<file path="src/rtl/mem_pkg.sv">
// Shared definitions for the memory port arbiter: state encoding, access
// size codes, the IO region tag and the fetch reset vector.
package mem_pkg;

    typedef enum logic [1:0] {
        MEM_IDLE  = 2'd0,
        MEM_READ  = 2'd1,
        MEM_WRITE = 2'd2
    } mem_state_e;

    localparam logic [1:0]  SZ_B      = 2'd0;
    localparam logic [1:0]  SZ_H      = 2'd1;
    localparam logic [1:0]  SZ_W      = 2'd2;

    localparam logic [1:0]  IO_HI     = 2'b11;
    localparam logic [31:0] RESET_PC  = 32'h0000_0000;
    localparam logic [2:0]  FETCH_LEN = 3'd4;

    // Number of byte cycles for an LSB access of the given size code.
    function automatic logic [2:0] size_len(input logic [1:0] sz);
        case (sz)
            SZ_B:    size_len = 3'd1;
            SZ_H:    size_len = 3'd2;
            SZ_W:    size_len = 3'd4;
            default: size_len = 3'd4;
        endcase
    endfunction

endpackage

</file>
<file path="src/rtl/mem_arbiter.sv">
// Owner of the single byte-wide RAM/IO port. Serialises fetch word reads and
// LSB byte/half/word loads and stores into byte cycles, returns assembled
// results with a one-cycle done pulse, honours ROB clear and IO back-pressure.
module mem_arbiter
    import mem_pkg::*;
#(
    parameter logic [1:0] IO_HI = mem_pkg::IO_HI
) (
    input  logic        clk_in,
    input  logic        rst_in,
    input  logic        rdy_in,
    input  logic        clear,
    input  logic        io_buffer_full,
    input  logic [7:0]  mem_din,
    output logic [7:0]  mem_dout,
    output logic [31:0] mem_a,
    output logic        mem_wr,
    input  logic        if_req,
    input  logic [31:0] if_addr,
    output logic        if_done,
    output logic [31:0] if_data,
    input  logic        lsb_req,
    input  logic        lsb_wr,
    input  logic [1:0]  lsb_size,
    input  logic [31:0] lsb_addr,
    input  logic [31:0] lsb_wdata,
    output logic        lsb_done,
    output logic [31:0] lsb_rdata
);

    mem_state_e  state_q;
    logic        last_lsb_q;   // previous grant went to the LSB
    logic        own_lsb_q;    // current transaction belongs to the LSB
    logic [31:0] addr_q;
    logic [31:0] wdata_q;
    logic [2:0]  len_q;
    logic [2:0]  cnt_q;        // read: edge index since grant; write: bytes issued
    logic [23:0] buf_q;        // bytes 0..2 of a read, last byte comes from mem_din
    logic [31:0] mem_a_q;
    logic [7:0]  mem_dout_q;
    logic        mem_wr_q;
    logic        if_done_q;
    logic        lsb_done_q;
    logic [31:0] if_data_q;
    logic [31:0] lsb_rdata_q;

    logic        read_last;
    logic        write_last;
    logic        finishing;
    logic        io_stall;
    logic [1:0]  cap_idx;
    logic [31:0] rd_word;
    logic        if_cand;
    logic        lsb_cand;
    logic        gnt_lsb_d;
    logic        gnt_if_d;
    logic        grant_d;
    logic [31:0] g_addr_d;
    logic [2:0]  g_len_d;
    logic        g_wr_d;
    logic        g_stall_d;

    assign mem_a     = mem_a_q;
    assign mem_dout  = mem_dout_q;
    assign mem_wr    = mem_wr_q;
    assign if_done   = if_done_q;
    assign if_data   = if_data_q;
    assign lsb_done  = lsb_done_q;
    assign lsb_rdata = lsb_rdata_q;

    // Transaction end detection, read assembly and round-robin arbitration.
    always_comb begin
        read_last  = (state_q == MEM_READ)  && (cnt_q == len_q + 3'd1);
        write_last = (state_q == MEM_WRITE) && (cnt_q == len_q);
        // A flushed read ends without completing, so it cannot hand over the port.
        finishing  = (read_last && !clear) || write_last;
        io_stall   = (addr_q[17:16] == IO_HI) && io_buffer_full;
        cap_idx    = cnt_q[1:0] - 2'd2;

        case (len_q)
            3'd1:    rd_word = {24'd0, mem_din};
            3'd2:    rd_word = {16'd0, mem_din, buf_q[7:0]};
            default: rd_word = {mem_din, buf_q};
        endcase

        // The requester being served this edge is still holding req; skip it.
        if_cand   = if_req  && !(finishing && !own_lsb_q);
        lsb_cand  = lsb_req && !(finishing &&  own_lsb_q);
        gnt_lsb_d = lsb_cand && !(if_cand && last_lsb_q);
        gnt_if_d  = if_cand && !gnt_lsb_d;
        grant_d   = !clear && ((state_q == MEM_IDLE) || finishing)
                    && (gnt_lsb_d || gnt_if_d);

        g_addr_d  = gnt_lsb_d ? lsb_addr : if_addr;
        g_len_d   = gnt_lsb_d ? size_len(lsb_size) : FETCH_LEN;
        g_wr_d    = gnt_lsb_d && lsb_wr;
        g_stall_d = g_wr_d && (g_addr_d[17:16] == IO_HI) && io_buffer_full;
    end

    // Port sequencer: drives byte cycles, captures read data, pulses done.
    always_ff @(posedge clk_in or posedge rst_in) begin
        if (rst_in) begin
            state_q     <= MEM_IDLE;
            last_lsb_q  <= 1'b0;
            own_lsb_q   <= 1'b0;
            addr_q      <= 32'd0;
            wdata_q     <= 32'd0;
            len_q       <= 3'd0;
            cnt_q       <= 3'd0;
            buf_q       <= 24'd0;
            mem_a_q     <= 32'd0;
            mem_dout_q  <= 8'd0;
            mem_wr_q    <= 1'b0;
            if_done_q   <= 1'b0;
            lsb_done_q  <= 1'b0;
            if_data_q   <= 32'd0;
            lsb_rdata_q <= 32'd0;
        end else if (rdy_in) begin
            if_done_q  <= 1'b0;
            lsb_done_q <= 1'b0;
            mem_wr_q   <= 1'b0;

            case (state_q)
                MEM_READ: begin
                    if (clear) begin
                        state_q <= MEM_IDLE;
                    end else begin
                        if (cnt_q < len_q) begin
                            mem_a_q <= addr_q + {29'd0, cnt_q};
                        end
                        if ((cnt_q >= 3'd2) && (cnt_q <= len_q)) begin
                            buf_q[{cap_idx, 3'b000} +: 8] <= mem_din;
                        end
                        if (read_last) begin
                            state_q <= MEM_IDLE;
                            if (own_lsb_q) begin
                                lsb_rdata_q <= rd_word;
                                lsb_done_q  <= 1'b1;
                            end else begin
                                if_data_q <= rd_word;
                                if_done_q <= 1'b1;
                            end
                        end
                        cnt_q <= cnt_q + 3'd1;
                    end
                end
                MEM_WRITE: begin
                    // Stores run to completion even across a flush.
                    if (write_last) begin
                        state_q    <= MEM_IDLE;
                        lsb_done_q <= 1'b1;
                    end else if (!io_stall) begin
                        mem_wr_q   <= 1'b1;
                        mem_a_q    <= addr_q + {29'd0, cnt_q};
                        mem_dout_q <= wdata_q[{cnt_q[1:0], 3'b000} +: 8];
                        cnt_q      <= cnt_q + 3'd1;
                    end
                end
                default: ;
            endcase

            if (grant_d) begin
                state_q    <= g_wr_d ? MEM_WRITE : MEM_READ;
                own_lsb_q  <= gnt_lsb_d;
                last_lsb_q <= gnt_lsb_d;
                addr_q     <= g_addr_d;
                len_q      <= g_len_d;
                wdata_q    <= lsb_wdata;
                if (!g_wr_d) begin
                    mem_a_q <= g_addr_d;
                    cnt_q   <= 3'd1;
                end else if (g_stall_d) begin
                    cnt_q <= 3'd0;
                end else begin
                    mem_wr_q   <= 1'b1;
                    mem_a_q    <= g_addr_d;
                    mem_dout_q <= lsb_wdata[7:0];
                    cnt_q      <= 3'd1;
                end
            end
        end
    end

endmodule

</file>
<file path="config.mk">
export PLATFORM = sky130hd
export DESIGN_NAME = mem_arbiter
export DESIGN_NICKNAME = d
export VERILOG_FILES = /design/src/rtl/mem_pkg.sv /design/src/rtl/mem_arbiter.sv
export SDC_FILE = /design/constraint.sdc
export NUM_CORES = 1
export LEC_CHECK = 0
export BUFFER_PORTS_ARGS = -buffer_cell sky130_fd_sc_hd__buf_2
export CAP_MARGIN = 15
export CORE_MARGIN = 8
export CORE_UTILIZATION = 50
export CTS_BUF_LIST = sky130_fd_sc_hd__clkbuf_4 sky130_fd_sc_hd__clkbuf_8
export DETAILED_ROUTE_END_ITERATION = 10
export PLACE_DENSITY = 0.79
export SETUP_SLACK_MARGIN = 0.2
export SYNTH_ARGS = -nofsm -noshare
export SYNTH_HDL_FRONTEND = slang
export SYNTH_SLANG_ARGS = --single-unit
</file>
<file path="constraint.sdc">
create_clock -name clk_in -period 19 [get_ports clk_in]
set_input_delay 3.8 -clock clk_in [delete_from_list [all_inputs] [get_ports clk_in]]
set_output_delay 3.8 -clock clk_in [all_outputs]
set_load 0.01 [all_outputs]
</file>
==> results.ini, run 1 <==
[clock_tree]
clkTransAtPathRegs_ns=0.06
clk_latency_ns=0.51
cts_setup_buffers=0
cts-resized-gates=0
cts_sinks=204
ctsHoldBuffers=0
cts-root-buf=clkbuf_8
htreeDepth=2
cts_buffer_depth=3
cts_tree=done
cts_made_buffers=35

[grt]
grt_pass1_vias=8191
overflow=0
grt_pass1_wl_um=42400
antenna_found_initial=2
grt_max_degree=125
grt_use_total_pct=21.6

[route]
via_per_inst=5.40
detail_route.first_pass.iterations=4
drt_wl_total_um=26000
met3_length_um=2170
dr.first_iter.drc_count=432
drt.antenna.violating_nets=0
wl_per_cell_um=17.3
routed-wl-met2_um=12100
wl_met1_um=11100
drc_errors=0
via_count=8108
top_layer=met4

[final_layout]
layout_commonest_cell=nand2_1
drive_above_1_share_pct=24.8
area_growth_pct=20.3
layoutNonFillerInstCount=1502
num-nets-final=1345
postLayoutCoreUtil_pct=60.8
layout_common_cells=nand2_1 (279), buf_2 (220), dfrtp_1 (204), o21ai_0 (126)

[critical_path]
rrSetupSlack_ns=14.97
end_kind=flip-flop
critical_path_arrival_ns=5.84
cp.required_ns=19.33
start_kind=input port
path_class=input port to flip-flop
crit_fanout=20

[logic_synthesis]
ys_ff_latch=204
syn-instance-count=1003
syn_avg_cell_area_sq_um=9.71
synth_flop_cell=dfrtp_1
synth_fp_nets=1135
async_reset_ff_share_pct=100
ys_warn_count=0
synth_edf_count=0
ys_types=58
netlist_area_sq_mm=0.00974
ys_seq_area_share_pct=52.4

[power_and_ir_drop]
irDropWorstVdd_uv=85.7
p_leak_uw=0.00581
power_density_mw_per_mm2=144

[floorplanning]
dieArea_sq_mm=0.0242
die_x_um=156
boundaryPins=221
fp.coreArea_sq_mm=0.0193
core.rowCount=51
initial_core_util_pct=50.6
die_h_um=156

[outcome]
status=finished clean

[timing]
fmax_ghz=0.181
fin_crit_ns=5.52
report.final.slew_viol_count=0
finClkSkew_ns=0.0100
finalCritPeriodShare_pct=29.0
finalSetupTns_ns=0
slew_headroom_pct=26.7
rsz0062_at_grt=no
timing.hold.ws_ns=0.470
setup_viol=0
hold_viol=0
worst_pin_slew_ns=1.10

[worst_hold_path]
hold_class=flip-flop to flip-flop

[flow_run]
maxCapViolCount=0

[placement]
placed_cells=1441
numPortBuffers=220
place_hpwl_um=18300
routabilityCongestion=0.871

==> logic make-up after synthesis <==
group,synth area share [%]
and+or+nand+nor,17.4
buffers and inverters,3.29
xor gates and xnor gates,2.94
adders and majority gates,2.39
DFF,52.4
muxes,6.06
AOI/OAI and AO/OA,15.5
==> per-layer routing <==
| metal | up-vias | GRT usage (%) |
|---|---|---|
| met5 | - | 0 |
| met4 | 0 | 8.69 |
| met3 | 47 | 5.35 |
| met2 | 307 | 34.6 |
| met1 | 3828 | 27.9 |
| li1 | 3926 | - |
==> worst max-delay path, stage by stage <==
cell and delay (ns):
buf_2 0.12, and3_1 0.23, and2_1 0.18, nand3_1 0.19, nand4_1 0.62, buf_4 0.47, nand3_1 0.10, o221ai_1 0.11
==> power breakdown <==
| part | internal, uW | switching (uW) | total [uW] |
|---|---|---|---|
| Clock | 223 | 170 | 392 |
| Combinational | 255 | 338 | 592 |
| Sequential | 582 | 121 | 703 |
| Total | 1060 | 628 | 1690 |
==> final timing paths <==
| kind | from | to | cells after the start |
|---|---|---|---|
| hold / removal | wdata_q[11]$_DFFE_PP0P_ | wdata_q[11]$_DFFE_PP0P_ | 2 |
| hold reg to reg | wdata_q[11]$_DFFE_PP0P_ | wdata_q[11]$_DFFE_PP0P_ | 2 |
| min in group asynchronous | rst_in | lsb_rdata[21]$_DFFE_PP0P_ | 2 |
| setup reg to reg | cnt_q[0]$_DFFE_PP0P_ | mem_a[22]$_DFFE_PP0P_ | 8 |
| setup / recovery | io_buffer_full | mem_a[2]$_DFFE_PP0P_ | 8 |
| max in group asynchronous | rst_in | wdata_q[0]$_DFFE_PP0P_ | 3 |
==> synth_stat cells (all sizes together), types with 2 or more instances <==
cell | instances | area [sq um]
ha | 17 | 213
nor3 | 7 | 40.0
a2bb2oi | 22 | 193
dfrtp | 204 | 5100
nand2b | 12 | 75.1
mux4 | 8 | 180
nand4 | 21 | 131
and2 | 4 | 25.0
a21oi | 12 | 71.3
nand3 | 21 | 105
nand3b | 2 | 15.0
buf | 23 | 129
xor2 | 14 | 123
o221ai | 9 | 78.8
xnor2 | 16 | 140
and4 | 8 | 72.6
o21ai | 139 | 696
a21o | 5 | 37.5
nor2b | 4 | 25.0
nand2 | 279 | 1050
a221o | 7 | 70.1
nor2 | 18 | 77.6
o21a | 2 | 15.0
o211ai | 2 | 15.0
mux2i | 41 | 410
a22oi | 19 | 143
o22ai | 2 | 12.5
a211oi | 2 | 15.0
and3 | 11 | 68.8
clkbuf | 32 | 120
a221oi | 2 | 17.5
a22o | 3 | 26.3
o31ai | 2 | 20.0
inv | 18 | 67.6
==> final cells by class <==
| class | instances | area (sq um) |
|---|---|---|
| timing repair buffer | 228 | 1160 |
| multi-input combinational | 725 | 4340 |
| inverter | 19 | 78.8 |
| sequential | 204 | 5100 |
| fill | 1667 | 7550 |
| clock buffer | 55 | 669 |
| tap | 265 | 332 |
| clock inverter | 4 | 22.5 |
| antenna | 2 | 5.00 |
==> sequential cells by signal, indices dropped and copies added, names as in the netlist, 2 cells and up <==
signal     cells
addr_q        32
buf_q         24
cnt_q          3
if_data       32
len_q          3
lsb_rdata     32
mem_a         32
mem_dout       8
state_q        2
wdata_q       32
==> stage by stage <==
step	total power [uW]	setup WS (ns)	cell area [sq um]
2_1_floorplan	1090	9.63	9740
3_3_place_gp	1280	13.09	11000
3_5_place_dp	1300	13.01	11000
4_1_cts	1700	13.56	11700
5_1_grt	1810	13.37	11700
6_report	1690	13.48	11700
Power figures use the tool's default switching activity.
==> inputs of run 2 (changes only) <==
- PLACE_DENSITY: 0.79 -> 0.82
- clock period: 19 -> 4.7 ns (I/O delays scaled with it)
==> run 2 against run 1 <==
Setup slack got worse by 12 ns. First-iteration DRC count increased by 44%. Critical path depth increased by 1. Global-route usage decreased by 0.20 points. Highest routed layer unchanged. Worst hold slack about the same. Non-clock buffer count increased by 4.
==> results.ini, run 2 (synthesis gave the netlist of run 1 again) <==
[critical_path]
crit_chain=buf_4 > inv_1 > ha_1 > nor2b_1 > a311o_1 > o211ai_1 > o31ai_4 > a2bb2oi_1 > o21ai_1  ; was buf_2 > and3_1 > and2_1 > nand3_1 > nand4_1 > buf_4 > nand3_1 > o221ai_1
cp_slowest_cell=o31ai_4  ; was nand4_1
critPathTopFamily=compound AO/OA/AOI/OAI gates  ; was simple AND/OR/NAND/NOR gates
rr_worst_depth=9  ; was 8
cp.required_ns=5.09  ; was 19.33 ns
r2r_start=cnt_q[0]$_DFFE_PP0P_  ; unchanged
path_class=flip-flop to flip-flop  ; was input port to flip-flop
critical_path.n_buffers_inverters=2  ; unchanged
cp_slowest_stage_delay_ns=1.01  ; was 0.62 ns
timing.rr.end=mem_a[21]$_DFFE_PP0P_  ; was mem_a[22]$_DFFE_PP0P_
crit_fanout=23  ; was 20
critical_path_arrival_ns=3.97  ; was 5.84 ns
start_kind=flip-flop  ; was input port
end_kind=flip-flop  ; unchanged
rrSetupSlack_ns=1.11  ; was 14.97 ns

[clock_tree]
cts-resized-gates=0  ; unchanged
clk_latency_ns=0.51  ; about the same
ctsHoldBuffers=0  ; unchanged
cts_tree=done  ; unchanged
cts-root-buf=clkbuf_8  ; unchanged
htreeDepth=2  ; unchanged
cts_made_buffers=34  ; was 35
cts_buffer_depth=3  ; unchanged
clkTransAtPathRegs_ns=0.06  ; about the same
cts_setup_buffers=0  ; unchanged
cts_sinks=204  ; unchanged

[power_and_ir_drop]
power_density_mw_per_mm2=584  ; was 144 mW/mm^2
p_leak_uw=0.00585  ; was 0.00581 uW
finalPower_uw=6880  ; was 1690 uW
irDropWorstVdd_uv=322  ; was 85.7 uV

[floorplanning]
boundaryPins=221  ; unchanged
die_x_um=156  ; unchanged
fp.coreArea_sq_mm=0.0193  ; unchanged
dieArea_sq_mm=0.0242  ; unchanged
core.rowCount=51  ; unchanged
die_h_um=156  ; unchanged
initial_core_util_pct=50.6  ; unchanged

[outcome]
status=finished clean  ; unchanged

[final_layout]
fillers=1668  ; was 1667
num-nets-final=1348  ; was 1345
layout_common_cells=nand2_1 (279), buf_2 (220), dfrtp_1 (204), o21ai_0 (126), clkbuf_8 (42)  ; was nand2_1 (279), buf_2 (220), dfrtp_1 (204), o21ai_0 (126)
antenna_cells=0  ; was 2
area_growth_pct=20.9  ; was 20.3%
layout_commonest_cell=nand2_1  ; unchanged
drive_above_1_share_pct=25.0  ; was 24.8%

[timing]
fmax_ghz=0.279
hold_viol=0  ; unchanged
finalCritPeriodShare_pct=76.3
fin_crit_ns=3.59
finClkSkew_ns=0.0196  ; was 0.0100 ns
rsz0062_at_grt=no  ; unchanged
report.final.slew_viol_count=0  ; unchanged
setup_viol=0  ; unchanged
worst_pin_slew_ns=1.12  ; was 1.10 ns
finalSetupTns_ns=0  ; unchanged
slew_headroom_pct=25.2  ; was 26.7%

[placement]
numPortBuffers=220  ; unchanged
place_hpwl_um=18000  ; was 18300 um
routabilityCongestion=0.930  ; was 0.871

[worst_hold_path]
hold_class=flip-flop to flip-flop  ; unchanged
hold_path_end=if_data[0]$_DFFE_PP0P_  ; was wdata_q[11]$_DFFE_PP0P_
hold_start=if_data[0]$_DFFE_PP0P_  ; was wdata_q[11]$_DFFE_PP0P_
worstHoldPathCells=2  ; unchanged

[route]
wl_per_cell_um=17.2  ; was 17.3 um
detail_route.first_pass.iterations=5  ; was 4
dr.first_iter.drc_count=620  ; was 432
drt.antenna.violating_nets=0  ; unchanged
drc_errors=0  ; unchanged
via_per_inst=5.45  ; was 5.40
via_count=8191  ; was 8108
drt_wl_total_um=25800  ; was 26000 um

[grt]
grt_max_degree=205  ; was 125
grt_pass1_vias=8197  ; was 8191
antenna_found_initial=0  ; was 2
grt_use_total_pct=21.4  ; was 21.6%
grt_pass1_wl_um=42200  ; was 42400 um
overflow=0  ; unchanged

[flow_run]
maxCapViolCount=0  ; unchanged

-- run 2: worst register-to-register path: cells and delay by family, from the launching register on --
| kind | cells | cell delay, ns |
|---|---|---|
| adder cells (fa/ha/maj) | 1 | 0.37 |
| flip-flops | 1 | 0.32 |
| AO/OA/AOI/OAI | 5 | 2.00 |
| buffers and inverters | 2 | 0.44 |
| AND/OR/NAND/NOR | 1 | 0.36 |
-- run 2: per-layer routing --
metal	vias to the layer above	global-route usage, %	wire (um)
li1	3922	-	-
met1	3911	28.1	11100
met5	-	0	0
met2	325	34.5	12200
met4	0	6.05	423
met3	33	5.65	2130
-- run 2: worst max-delay path by stage --
stage,startpoint,end,slack [ns],depth (start not counted)
3_5_place_dp,cnt_q[0]$_DFFE_PP0P_,mem_a[7]$_DFFE_PP0P_,1.04,9
3_3_place_gp,cnt_q[0]$_DFFE_PP0P_,mem_a[29]$_DFFE_PP0P_,1.24,9
4_1_cts,cnt_q[0]$_DFFE_PP0P_,mem_a[7]$_DFFE_PP0P_,1.08,9
5_1_grt,cnt_q[0]$_DFFE_PP0P_,mem_a[21]$_DFFE_PP0P_,0.93,9
2_1_floorplan,rst_in,addr_q[0]$_DFFE_PP0P_,1.12,1
6_report,cnt_q[0]$_DFFE_PP0P_,mem_a[21]$_DFFE_PP0P_,1.11,9
-- run 2: power by group --
group          internal, uW  switching [uW]
registers              2350             472
clock network           953             679
logic                  1040            1380
total                  4350            2530
-- run 2: stage by stage --
stage               utilization [%]  setup slack, ns  hold WS, ns  cell area (sq um)  cells
floorplan                         -             1.12        0.440               9750   1003
global placement               57.3             1.24        0.452              11100   1444
detailed placement             57.3             1.04        0.460              11100   1444
CTS                            61.1             1.08        0.473              11800   1502
global route                   61.1            0.933        0.486              11800   1503
finish                         61.1             1.11        0.470              11800   1503
-- run 2: layout make-up --
class	instances	area (sq um)	area share, %
Sequential cell	204	5100	43.3
Multi-Input combinational cell	725	4340	36.9
Timing Repair Buffer	232	1210	10.3
Clock buffer	54	668	5.67
Tap cell	265	332	2.81
Inverter	19	75.1	0.637
Clock inverter	4	45.0	0.382
